$ cat src/rtl/mmio_pkg.sv
// mmio_pkg: shared constants for the MMIO console responder.
//   - MEM_PUTC / MEM_EXIT / MEM_STATUS : decoded byte addresses
//   - tx_state_e                       : UART TX FSM encoding
//   - ST_*                             : STATUS register bit positions
package mmio_pkg;

  localparam logic [31:0] MEM_PUTC   = 32'h8000_001c;
  localparam logic [31:0] MEM_EXIT   = 32'h8000_002c;
  localparam logic [31:0] MEM_STATUS = 32'h8000_0020;

  typedef enum logic [1:0] {
    IDLE  = 2'd0,
    START = 2'd1,
    DATA  = 2'd2,
    STOP  = 2'd3
  } tx_state_e;

  // STATUS = {16'b0, count[7:0], 5'b0, tx_busy, fifo_empty, fifo_full}
  localparam int ST_FULL  = 0;
  localparam int ST_EMPTY = 1;
  localparam int ST_BUSY  = 2;
  localparam int ST_COUNT = 8;

endpackage

$ cat src/rtl/mmio_console_fifo.sv
// console_fifo: synchronous character FIFO for the console TX path.
// Ports:
//   clk, resetb      clock, async active-low reset (pointers only)
//   push, din        write strobe/data; ignored when full
//   pop, dout        read strobe; dout shows the head entry (fall-through)
//   full, empty      occupancy flags
//   count            entries held, 0..DEPTH
module console_fifo #(
  parameter int DEPTH = 16,
  parameter int WIDTH = 8
) (
  input  logic                     clk,
  input  logic                     resetb,
  input  logic                     push,
  input  logic                     pop,
  input  logic [WIDTH-1:0]         din,
  output logic [WIDTH-1:0]         dout,
  output logic                     full,
  output logic                     empty,
  output logic [$clog2(DEPTH):0]   count
);
  localparam int PW = $clog2(DEPTH);
  localparam logic [PW:0] FULL_CNT = (PW+1)'(DEPTH);

  logic [WIDTH-1:0] mem_q [DEPTH];
  logic [PW:0]      wr_ptr_q, wr_ptr_d, rd_ptr_q, rd_ptr_d;
  logic             do_push, do_pop;

  // Extra pointer MSB distinguishes full from empty; subtraction wraps.
  assign count   = wr_ptr_q - rd_ptr_q;
  assign full    = (count == FULL_CNT);
  assign empty   = (count == '0);
  assign do_push = push && !full;
  assign do_pop  = pop && !empty;
  assign dout    = mem_q[rd_ptr_q[PW-1:0]];

  always_comb begin
    wr_ptr_d = wr_ptr_q;
    rd_ptr_d = rd_ptr_q;
    if (do_push) wr_ptr_d = wr_ptr_q + 1'b1;
    if (do_pop)  rd_ptr_d = rd_ptr_q + 1'b1;
  end

  always_ff @(posedge clk or negedge resetb) begin
    if (!resetb) begin
      wr_ptr_q <= '0;
      rd_ptr_q <= '0;
    end else begin
      wr_ptr_q <= wr_ptr_d;
      rd_ptr_q <= rd_ptr_d;
    end
  end

  // Storage needs no reset: entries are only visible between the pointers.
  always_ff @(posedge clk) begin
    if (do_push) mem_q[wr_ptr_q[PW-1:0]] <= din;
  end

endmodule

$ cat src/rtl/mmio_console.sv
// mmio_console: memory-mapped console / exit responder on the dmem side.
//   PUTC writes queue a byte for 8N1 serial output on tx; EXIT writes latch
//   exit_code and raise sticky exit_req once all queued bytes have drained.
//   STATUS reads return {16'b0, count[7:0], 5'b0, tx_busy, empty, full}.
// Ports:
//   clk, resetb                        clock, async active-low reset
//   dmem_wready/waddr/wdata/wstrb      write request from the core
//   dmem_wvalid                        write accepted (comb; 0 = hold)
//   dmem_rready/raddr                  read request from the core
//   dmem_rdata/rvalid                  registered read response
//   hit                                current request decodes here
//   tx                                 UART out, idle high
//   exit_req, exit_code                sticky exit flag and value
// Build option: define MMIO_CONSOLE_SIM_PRINT_EN to echo characters and the
// exit event to the simulator console.
module mmio_console
  import mmio_pkg::*;
#(
  parameter logic [31:0] PUTC_ADDR   = MEM_PUTC,
  parameter logic [31:0] EXIT_ADDR   = MEM_EXIT,
  parameter logic [31:0] STATUS_ADDR = MEM_STATUS,
  parameter int          FIFO_DEPTH  = 16,
  parameter int          BAUD_DIV    = 16
) (
  input  logic        clk,
  input  logic        resetb,
  input  logic        dmem_wready,
  input  logic [31:0] dmem_waddr,
  input  logic [31:0] dmem_wdata,
  input  logic [3:0]  dmem_wstrb,
  output logic        dmem_wvalid,
  input  logic        dmem_rready,
  input  logic [31:0] dmem_raddr,
  output logic [31:0] dmem_rdata,
  output logic        dmem_rvalid,
  output logic        hit,
  output logic        tx,
  output logic        exit_req,
  output logic [31:0] exit_code
);
  localparam int CW = $clog2(FIFO_DEPTH) + 1;
  localparam int BW = $clog2(BAUD_DIV);
  localparam logic [BW-1:0] BAUD_LAST = BW'(BAUD_DIV - 1);

  logic          wr_putc, wr_exit, rd_stat, accept, push, exit_acc;
  logic          fifo_full, fifo_empty, pop;
  logic [7:0]    fifo_dout;
  logic [CW-1:0] fifo_count;
  logic [31:0]   status;

  tx_state_e     state_q, state_d;
  logic [BW-1:0] baud_q, baud_d;
  logic [2:0]    idx_q, idx_d;
  logic [7:0]    shift_q, shift_d;
  logic          tx_q, tx_d;
  logic          exit_pending_q, exit_pending_d;
  logic          exit_req_q, exit_req_d;
  logic [31:0]   exit_code_q, exit_code_d;
  logic [31:0]   rdata_q, rdata_d;
  logic          rvalid_q, rvalid_d;
  logic          baud_end;
  logic          unused_wstrb;

  assign unused_wstrb = ^dmem_wstrb[3:1];

  assign wr_putc     = dmem_wready && (dmem_waddr == PUTC_ADDR);
  assign wr_exit     = dmem_wready && (dmem_waddr == EXIT_ADDR);
  assign rd_stat     = dmem_rready && (dmem_raddr == STATUS_ADDR);
  assign hit         = wr_putc || wr_exit || rd_stat;
  // Only a PUTC into a full FIFO stalls; everything else is taken at once.
  assign dmem_wvalid = !(wr_putc && fifo_full);
  assign accept      = dmem_wready && dmem_wvalid;
  assign push        = accept && wr_putc && dmem_wstrb[0];
  assign exit_acc    = accept && wr_exit;

  console_fifo #(.DEPTH(FIFO_DEPTH), .WIDTH(8)) u_fifo (
    .clk    (clk),
    .resetb (resetb),
    .push   (push),
    .pop    (pop),
    .din    (dmem_wdata[7:0]),
    .dout   (fifo_dout),
    .full   (fifo_full),
    .empty  (fifo_empty),
    .count  (fifo_count)
  );

  always_comb begin
    status                  = '0;
    status[ST_FULL]         = fifo_full;
    status[ST_EMPTY]        = fifo_empty;
    status[ST_BUSY]         = (state_q != IDLE);
    status[ST_COUNT +: 8]   = 8'(fifo_count);
  end

  // TX FSM: baud counter held at 0 in IDLE, restarted on every bit boundary.
  always_comb begin
    state_d  = state_q;
    baud_d   = baud_q;
    idx_d    = idx_q;
    shift_d  = shift_q;
    pop      = 1'b0;
    baud_end = (baud_q == BAUD_LAST);
    case (state_q)
      IDLE: begin
        baud_d = '0;
        if (!fifo_empty) begin
          pop     = 1'b1;
          shift_d = fifo_dout;
          state_d = START;
        end
      end
      START: begin
        baud_d = baud_q + 1'b1;
        if (baud_end) begin
          baud_d  = '0;
          idx_d   = '0;
          state_d = DATA;
        end
      end
      DATA: begin
        baud_d = baud_q + 1'b1;
        if (baud_end) begin
          baud_d  = '0;
          shift_d = {1'b0, shift_q[7:1]};
          idx_d   = idx_q + 1'b1;
          if (idx_q == 3'd7) state_d = STOP;
        end
      end
      STOP: begin
        baud_d = baud_q + 1'b1;
        if (baud_end) begin
          baud_d  = '0;
          state_d = IDLE;
        end
      end
      default: state_d = IDLE;
    endcase

    // tx is registered from the current state, so a frame starts on the
    // edge after the pop and each bit lasts exactly BAUD_DIV cycles.
    case (state_q)
      START:   tx_d = 1'b0;
      DATA:    tx_d = shift_q[0];
      default: tx_d = 1'b1;
    endcase
  end

  // Exit: wait until both the FIFO and the shifter are empty. The code is
  // frozen once exit_req is raised.
  always_comb begin
    exit_pending_d = exit_pending_q || exit_acc;
    exit_code_d    = (exit_acc && !exit_req_q) ? dmem_wdata : exit_code_q;
    exit_req_d     = exit_req_q ||
                     (exit_pending_q && fifo_empty && (state_q == IDLE));
    rvalid_d       = rd_stat;
    rdata_d        = rd_stat ? status : rdata_q;
  end

  always_ff @(posedge clk or negedge resetb) begin
    if (!resetb) begin
      state_q        <= IDLE;
      baud_q         <= '0;
      idx_q          <= '0;
      shift_q        <= '0;
      tx_q           <= 1'b1;
      exit_pending_q <= 1'b0;
      exit_req_q     <= 1'b0;
      exit_code_q    <= '0;
      rdata_q        <= '0;
      rvalid_q       <= 1'b0;
    end else begin
      state_q        <= state_d;
      baud_q         <= baud_d;
      idx_q          <= idx_d;
      shift_q        <= shift_d;
      tx_q           <= tx_d;
      exit_pending_q <= exit_pending_d;
      exit_req_q     <= exit_req_d;
      exit_code_q    <= exit_code_d;
      rdata_q        <= rdata_d;
      rvalid_q       <= rvalid_d;
    end
  end

  assign tx          = tx_q;
  assign exit_req    = exit_req_q;
  assign exit_code   = exit_code_q;
  assign dmem_rdata  = rdata_q;
  assign dmem_rvalid = rvalid_q;

`ifdef MMIO_CONSOLE_SIM_PRINT_EN
  always @(posedge clk) begin
    if (resetb && push) $write("%c", dmem_wdata[7:0]);
    if (resetb && exit_req_d && !exit_req_q)
      $display("Program terminate, exit_code=%0d", exit_code_q);
  end
`else
  // Default build: no simulation output.
`endif

endmodule
$ cat config.mk
export PLATFORM = sky130hd
export DESIGN_NAME = mmio_console
export DESIGN_NICKNAME = d
export VERILOG_FILES = /design/src/rtl/mmio_pkg.sv /design/src/rtl/mmio_console_fifo.sv /design/src/rtl/mmio_console.sv
export SDC_FILE = /design/constraint.sdc
export NUM_CORES = 1
export LEC_CHECK = 0
export ABC_AREA = 0
export BUFFER_PORTS_ARGS = -buffer_cell sky130_fd_sc_hd__buf_2
export CAP_MARGIN = 5
export CORE_AREA = 2 2 111 167
export DETAILED_ROUTE_END_ITERATION = 16
export DIE_AREA = 0 0 113 169
export PLACE_DENSITY = 0.73
export SYNTH_ARGS = -nofsm -noshare
export SYNTH_HDL_FRONTEND = slang
export SYNTH_SLANG_ARGS = --single-unit
$ cat constraint.sdc
create_clock -name clk -period 5.5 [get_ports clk]
set_clock_uncertainty 0.15 [all_clocks]
set_input_delay 1.1 -clock clk [delete_from_list [all_inputs] [get_ports clk]]
set_output_delay 1.1 -clock clk [all_outputs]
set_load 0.02 [all_outputs]
# [After elaboration in Yosys (flattened, before gate mapping)]
# Memories as Yosys holds them, arrays and structs flattened.
# Index checks and enable logic that the tools add are counted.
# W data, S select, Z words.
[word_totals] ff_bits=71 ram_bits=128 out_inout_bits=69 elab_cells=81 mem_count=1
[memory_table] memory="u_fifo.mem_q" depth=16 width=8 read_ports=1 rd_clocked_by_memory_dff=0 wr=1 line_no="mmio_console_fifo.sv:25" text="logic [WIDTH-1:0] mem_q [DEPTH];"
[op_classes] addsub=5 n_eq_ne=14 mux=19 n_reduce_logical=30
[ops] operator="$eq A32 B32 Y1 const B" count=3
[ops] operator="$mux W8" count=2
[ops] operator="$pmux W8 S2" count=1
[ops] operator="$logic_and A1 B1 Y1" count=13
[ops] operator="$add A5 B1 Y5 const B" count=2
[ops] operator="$mux W2" count=5
[ops] operator="$ne A2 B2 Y1 const B" count=5
[ops] operator="$pmux W2 S4" count=1
[ops] operator="$pmux W4 S2" count=1
[ops] operator="$mux W3" count=2
[ops] operator="$pmux W3 S2" count=1
[ops] operator="$reduce_and A3 Y1" count=2
[ops] operator="$reduce_bool A2 Y1" count=3
[ops] operator="$eq A5 B5 Y1 const B" count=1
[ops] operator="$logic_not A5 Y1" count=1
[ops] operator="$reduce_and A5 Y1" count=1
[ops] operator="$sub A5 B5 Y5" count=1
[ops] operator="$add A4 B1 Y4 const B" count=1
[ops] operator="$eq A2 B2 Y1 const B" count=2
[ops] operator="$eq A4 B4 Y1 const B" count=1
[ops] operator="$logic_not A1 Y1" count=4
[ops] operator="$logic_or A1 B1 Y1" count=4
[ops] operator="$mux W1" count=4
[ops] operator="$mux W4" count=1
[ops] operator="other kinds (6)" count=6

# [Depth between registers and ports, before layout]
[logic_depth] word_depth=10 mapped_depth=10

# [Cells and area by module]
# Synthesis repeated with hierarchy kept, for this count alone.
[unflattened] cells_unflattened=495 area_unflattened_um2=8535.7
[by_module_without_submodules] mod="console_fifo" n_inst=1 cells_per_inst=264 area_per_inst_um2=5629.1
[by_module_without_submodules] mod="mmio_console" n_inst=1 cells_per_inst=231 area_per_inst_um2=2906.5

# [Worst setup path after synthesis]
# Ideal clock, no wire load.
[synth_timing] path_type="flip-flop to flip-flop" startpoint="register u_fifo.rd_ptr_q[1]" endpoint="memory u_fifo.mem_q[1][0] (enable)" arrival_time_ns=3.146 t_required_ns=4.952 slack_ns=1.806 path_stages_with_launch=10 period_less_slack_ns=3.694 cell_sequence="dfrtp_1 -> buf_2 -> buf_2 -> inv_1 -> fa_1 -> xor2_1 -> and4b_1 -> o211ai_2 -> nand2_2 -> nor4b_1"
[synth_via] elab_chain_len=10 elab_cells_between_ends=11 cone_classes="add/sub (1); eq/ne (1); mux (2); reduce/logical (7)"
[synth_rtl] item="start: declaration" line_no="mmio_console_fifo.sv:26" text="logic [PW:0] wr_ptr_q, wr_ptr_d, rd_ptr_q, rd_ptr_d;"
[synth_rtl] item="start signal: assignment" line_no="mmio_console_fifo.sv:50" text="rd_ptr_q <= rd_ptr_d;"
[synth_rtl] item="$sub A5 B5 Y5 *" line_no="mmio_console_fifo.sv:30" text="assign count = wr_ptr_q - rd_ptr_q;"
[synth_rtl] item="$eq A5 B5 Y1 *" line_no="mmio_console_fifo.sv:31" text="assign full = (count == FULL_CNT);"
[synth_rtl] item="$logic_and A1 B1 Y1" line_no="mmio_console.sv:71" text="assign dmem_wvalid = !(wr_putc && fifo_full);"
[synth_rtl] item="$logic_not A1 Y1" line_no="mmio_console.sv:71"
[synth_rtl] item="$logic_and A1 B1 Y1" line_no="mmio_console.sv:72" text="assign accept = dmem_wready && dmem_wvalid;"
[synth_rtl] item="$logic_and A1 B1 Y1 (2 in a row)" line_no="mmio_console.sv:73" text="assign push = accept && wr_putc && dmem_wstrb[0];"
[synth_rtl] item="$logic_and A1 B1 Y1 *" line_no="mmio_console_fifo.sv:33" text="assign do_push = push && !full;"
[synth_rtl] item="$mux W1 *" line_no="mmio_console_fifo.sv:56" text="if (do_push) mem_q[wr_ptr_q[PW-1:0]] <= din;"
[synth_rtl] item="$mux W1 (not written as such) *" line_no="mmio_console_fifo.sv:56"
[synth_rtl] item="end: declaration" line_no="mmio_console_fifo.sv:25"
# Mark *: on every way between the ends. The rest lies on a longest branch, timed or not.

# [Final worst setup path]
[layout_timing] startpoint="register u_fifo.rd_ptr_q[3]" endpoint="output dmem_wvalid"
[layout_via] elab_chain_len=4
[layout_rtl] item="$sub A5 B5 Y5" line_no="mmio_console_fifo.sv:30"
[layout_rtl] item="$eq A5 B5 Y1" line_no="mmio_console_fifo.sv:31"
[layout_rtl] item="$logic_and A1 B1 Y1" line_no="mmio_console.sv:71"
[layout_rtl] item="$logic_not A1 Y1" line_no="mmio_console.sv:71"
[layout_rtl] item="end: declaration" line_no="mmio_console.sv:31" text="output logic dmem_wvalid,"
# No other way between the ends.

==> out/metrics.csv <==
metric,value,unit
status,finished with violations,
violations,design-rule violations,
synth_xor_area_share,1.21,%
grt_pass1_vias,5497,
crit_type,reg2out,
die_w,113,µm
synth.most_common_cell,edfxtp_1,
start_kind,flop,
p_per_area,281,nW/µm²
cts_buffers,17,
via_per_inst,5.50,
globalplace.congestion,0.844,
period_share,81.8,%
antenna_found_initial,0,
nFillCells,1372,
yosysTopAreaCell,edfxtp_1,
synthTopCellsByCount,"edfxtp_1 (128), dfrtp_1 (70), nand2_1 (31)",
yosys_warnings,0,
coreArea,17700,µm²
yosys.area_share.adder,2.53,%
cts_buffer_depth,2,
max-slew-margin-rel,40.5,%
yosysUniqueCellTypes,61,
crit_path_end_kind,output pin,
synth_cells,547,
seq_area_frac_synth,64.6,%
drv_slew,0,
ys.flop_type,edfxtp_1,
cts.hold.buffers_added,0,
port_buffers,145,
synth-async-reset-ratio,35.7,%
cts-root-buf,clkbuf_16,
synth-compound-area-share,4.53,%
hold_viol,0,
synth_top_family_by_area,multiplexers,
drc,7,
gr-total-overflow,0,
grt_max_degree,72,
num_rows,60,
die_h,169,µm
layout-drive-gt1-share,31.7,%
rsz0062_at_grt,false,
place_area,9530,µm²
diodes,0,
via_count,5105,
drt-pass1-iter-count,10,
routedWlPerCell,18.7,µm
nets,820,
rrSetupSlack,1.47,ns
synth-edff-count,128,
tns,0,ns
synth_area,8700,µm²
required,4.25,ns
io_pins,173,
ir_worst_vdd,0.000226,V
period_needed,4.50,ns
path_max_fanout,18,
syn_to_final_growth,15.5,%
hold_class,reg2reg,
clock.fmax,222,MHz
grt_first_pass_wirelength,27800,µm
p_leak,4.22,nW
post_cts_buffers,0,
clock_sinks,199,
synth_area_leaders,"edfxtp_1 (44%), dfrtp_1 (20%), mux2_1 (3.9%)",
wl,17400,µm
avgSynthCellArea,15.9,µm²
yosys-mux-area-fraction,15.0,%
synth.top_cell.area_share,44.2,%
finalSetupViolCount,0,
ant_nets,0,
yosys.area_share.simple,7.52,%
tightest_slew,0.889,ns
cts_tree,done,
synth_seq_cells,199,
path_clk_slew,0.07,ns
dieArea,19100,µm²
hpwl,12200,µm
cap_violations,0,
insertion_delay,0.42,ns
cp.arrival,3.25,ns
final_design_area_no_fill,10100,µm²
h-tree-depth,4,
track_usage,18.8,%
initial_utilization,49.1,%
drt_iter0_markers,310,
cts_resized,0,
[worst max-delay path, cell delays in order, from the launching register on]
cell and delay (ns):
dfrtp_1 0.77, clkinv_1 0.51, ha_1 0.50, nor3b_1 0.22, and4b_1 0.27, o211ai_2 0.18, nand3b_1 0.20, buf_2 0.16
[area by class of cell]
class                           instances  area, µm²  area share, %
Multi-Input combinational cell        309       2770           27.5
Timing Repair Buffer                  156        811           8.07
Tap cell                              217        272           2.70
Clock buffer                           19        433           4.31
Inverter                               16       60.1          0.598
Sequential cell                       199       5620           55.9
Clock inverter                         13       83.8          0.834
[kinds of logic (layout without fill, tap and decap cells)]
logic type,count (synthesis),in the layout
muxes,89,89
DFF,199,199
xor gates and xnor gates,12,12
adders and majority gates,17,17
other,1,24
and+or+nand+nor,113,113
buffers and inverters,62,204
AOI/OAI and AO/OA,54,54
[state kept, by name, summed over array words and instances, names as in the netlist]
register         cells
baud_q               4
dmem_rdata           8
dmem_rvalid          1
exit_code           32
exit_pending_q       1
exit_req             1
idx_q                3
shift_q              8
state_q              2
tx                   1
u_fifo.mem_q       128
u_fifo.rd_ptr_q      5
u_fifo.wr_ptr_q      5
[path summary, 6_finish.rpt]
kind,from,to,cells after the start
min in group asynchronous,resetb,exit_code[31]$_DFFE_PN0P_,1
worst min-delay path,exit_pending_q$_DFF_PN0_,exit_pending_q$_DFF_PN0_,1
max in group asynchronous,resetb,u_fifo.rd_ptr_q[0]$_DFFE_PN0P_,1
worst max-delay path,u_fifo.rd_ptr_q[3]$_DFFE_PN0P_,dmem_wvalid,7
worst min register to register,exit_pending_q$_DFF_PN0_,exit_pending_q$_DFF_PN0_,1
worst max register to register,u_fifo.rd_ptr_q[3]$_DFFE_PN0P_,u_fifo.mem_q[8][1]$_DFFE_PP_,7
[metal layers]
metal  vias to the layer above  track usage, %  share of wire [%]
li1                       2354               -                  -
met1                      2576            20.0                 36
met2                       142            36.1                 58
met3                        33            3.40                3.9
met4                         0            7.37                2.2
met5                         -               0                  0
[stage by stage]
| stage | hold slack, ns | worst slack, ns | std cells | power, mW | utilization [%] |
|---|---|---|---|---|---|
| 3_3_place_gp | 0.293 | 1.54 | 897 | 1.75 | 53.8 |
| 6_report | 0.314 | 1.00 | 929 | 2.82 | 56.7 |
| 2_1_floorplan | 0.278 | 1.81 | 570 | 1.70 | - |
| 4_1_cts | 0.312 | 1.00 | 929 | 2.84 | 56.7 |
| 5_1_grt | 0.325 | 0.787 | 929 | 2.91 | 56.7 |
| 3_5_place_dp | 0.297 | 1.45 | 897 | 1.76 | 53.8 |
[power breakdown]
group          switching, mW  internal [mW]
Combinational         0.0595         0.0414
Clock                  0.520          0.575
Sequential            0.0110           1.61
[placed cells by master (no fill, tap or decap), drive strengths merged, types with 2 or more instances in the layout]
master / n
a211o: 5
a21o: 2
a21oi: 13
a22o: 2
a22oi: 2
a2bb2oi: 2
a31oi: 2
and2: 2
and3: 6
buf: 156
clkbuf: 19
clkinv: 13
conb: 24
dfrtp: 70
edfxtp: 128
ha: 16
inv: 16
mux2: 48
mux2i: 16
mux4: 25
nand2: 32
nand3: 10
nand3b: 6
nand4: 4
nor2: 13
nor2b: 6
nor3: 7
nor4: 9
nor4b: 10
nor4bb: 3
o21ai: 7
o221ai: 4
o22a: 2
o22ai: 8
xnor2: 8
xor2: 4
Note: power is estimated with default switching activity, not from simulation.
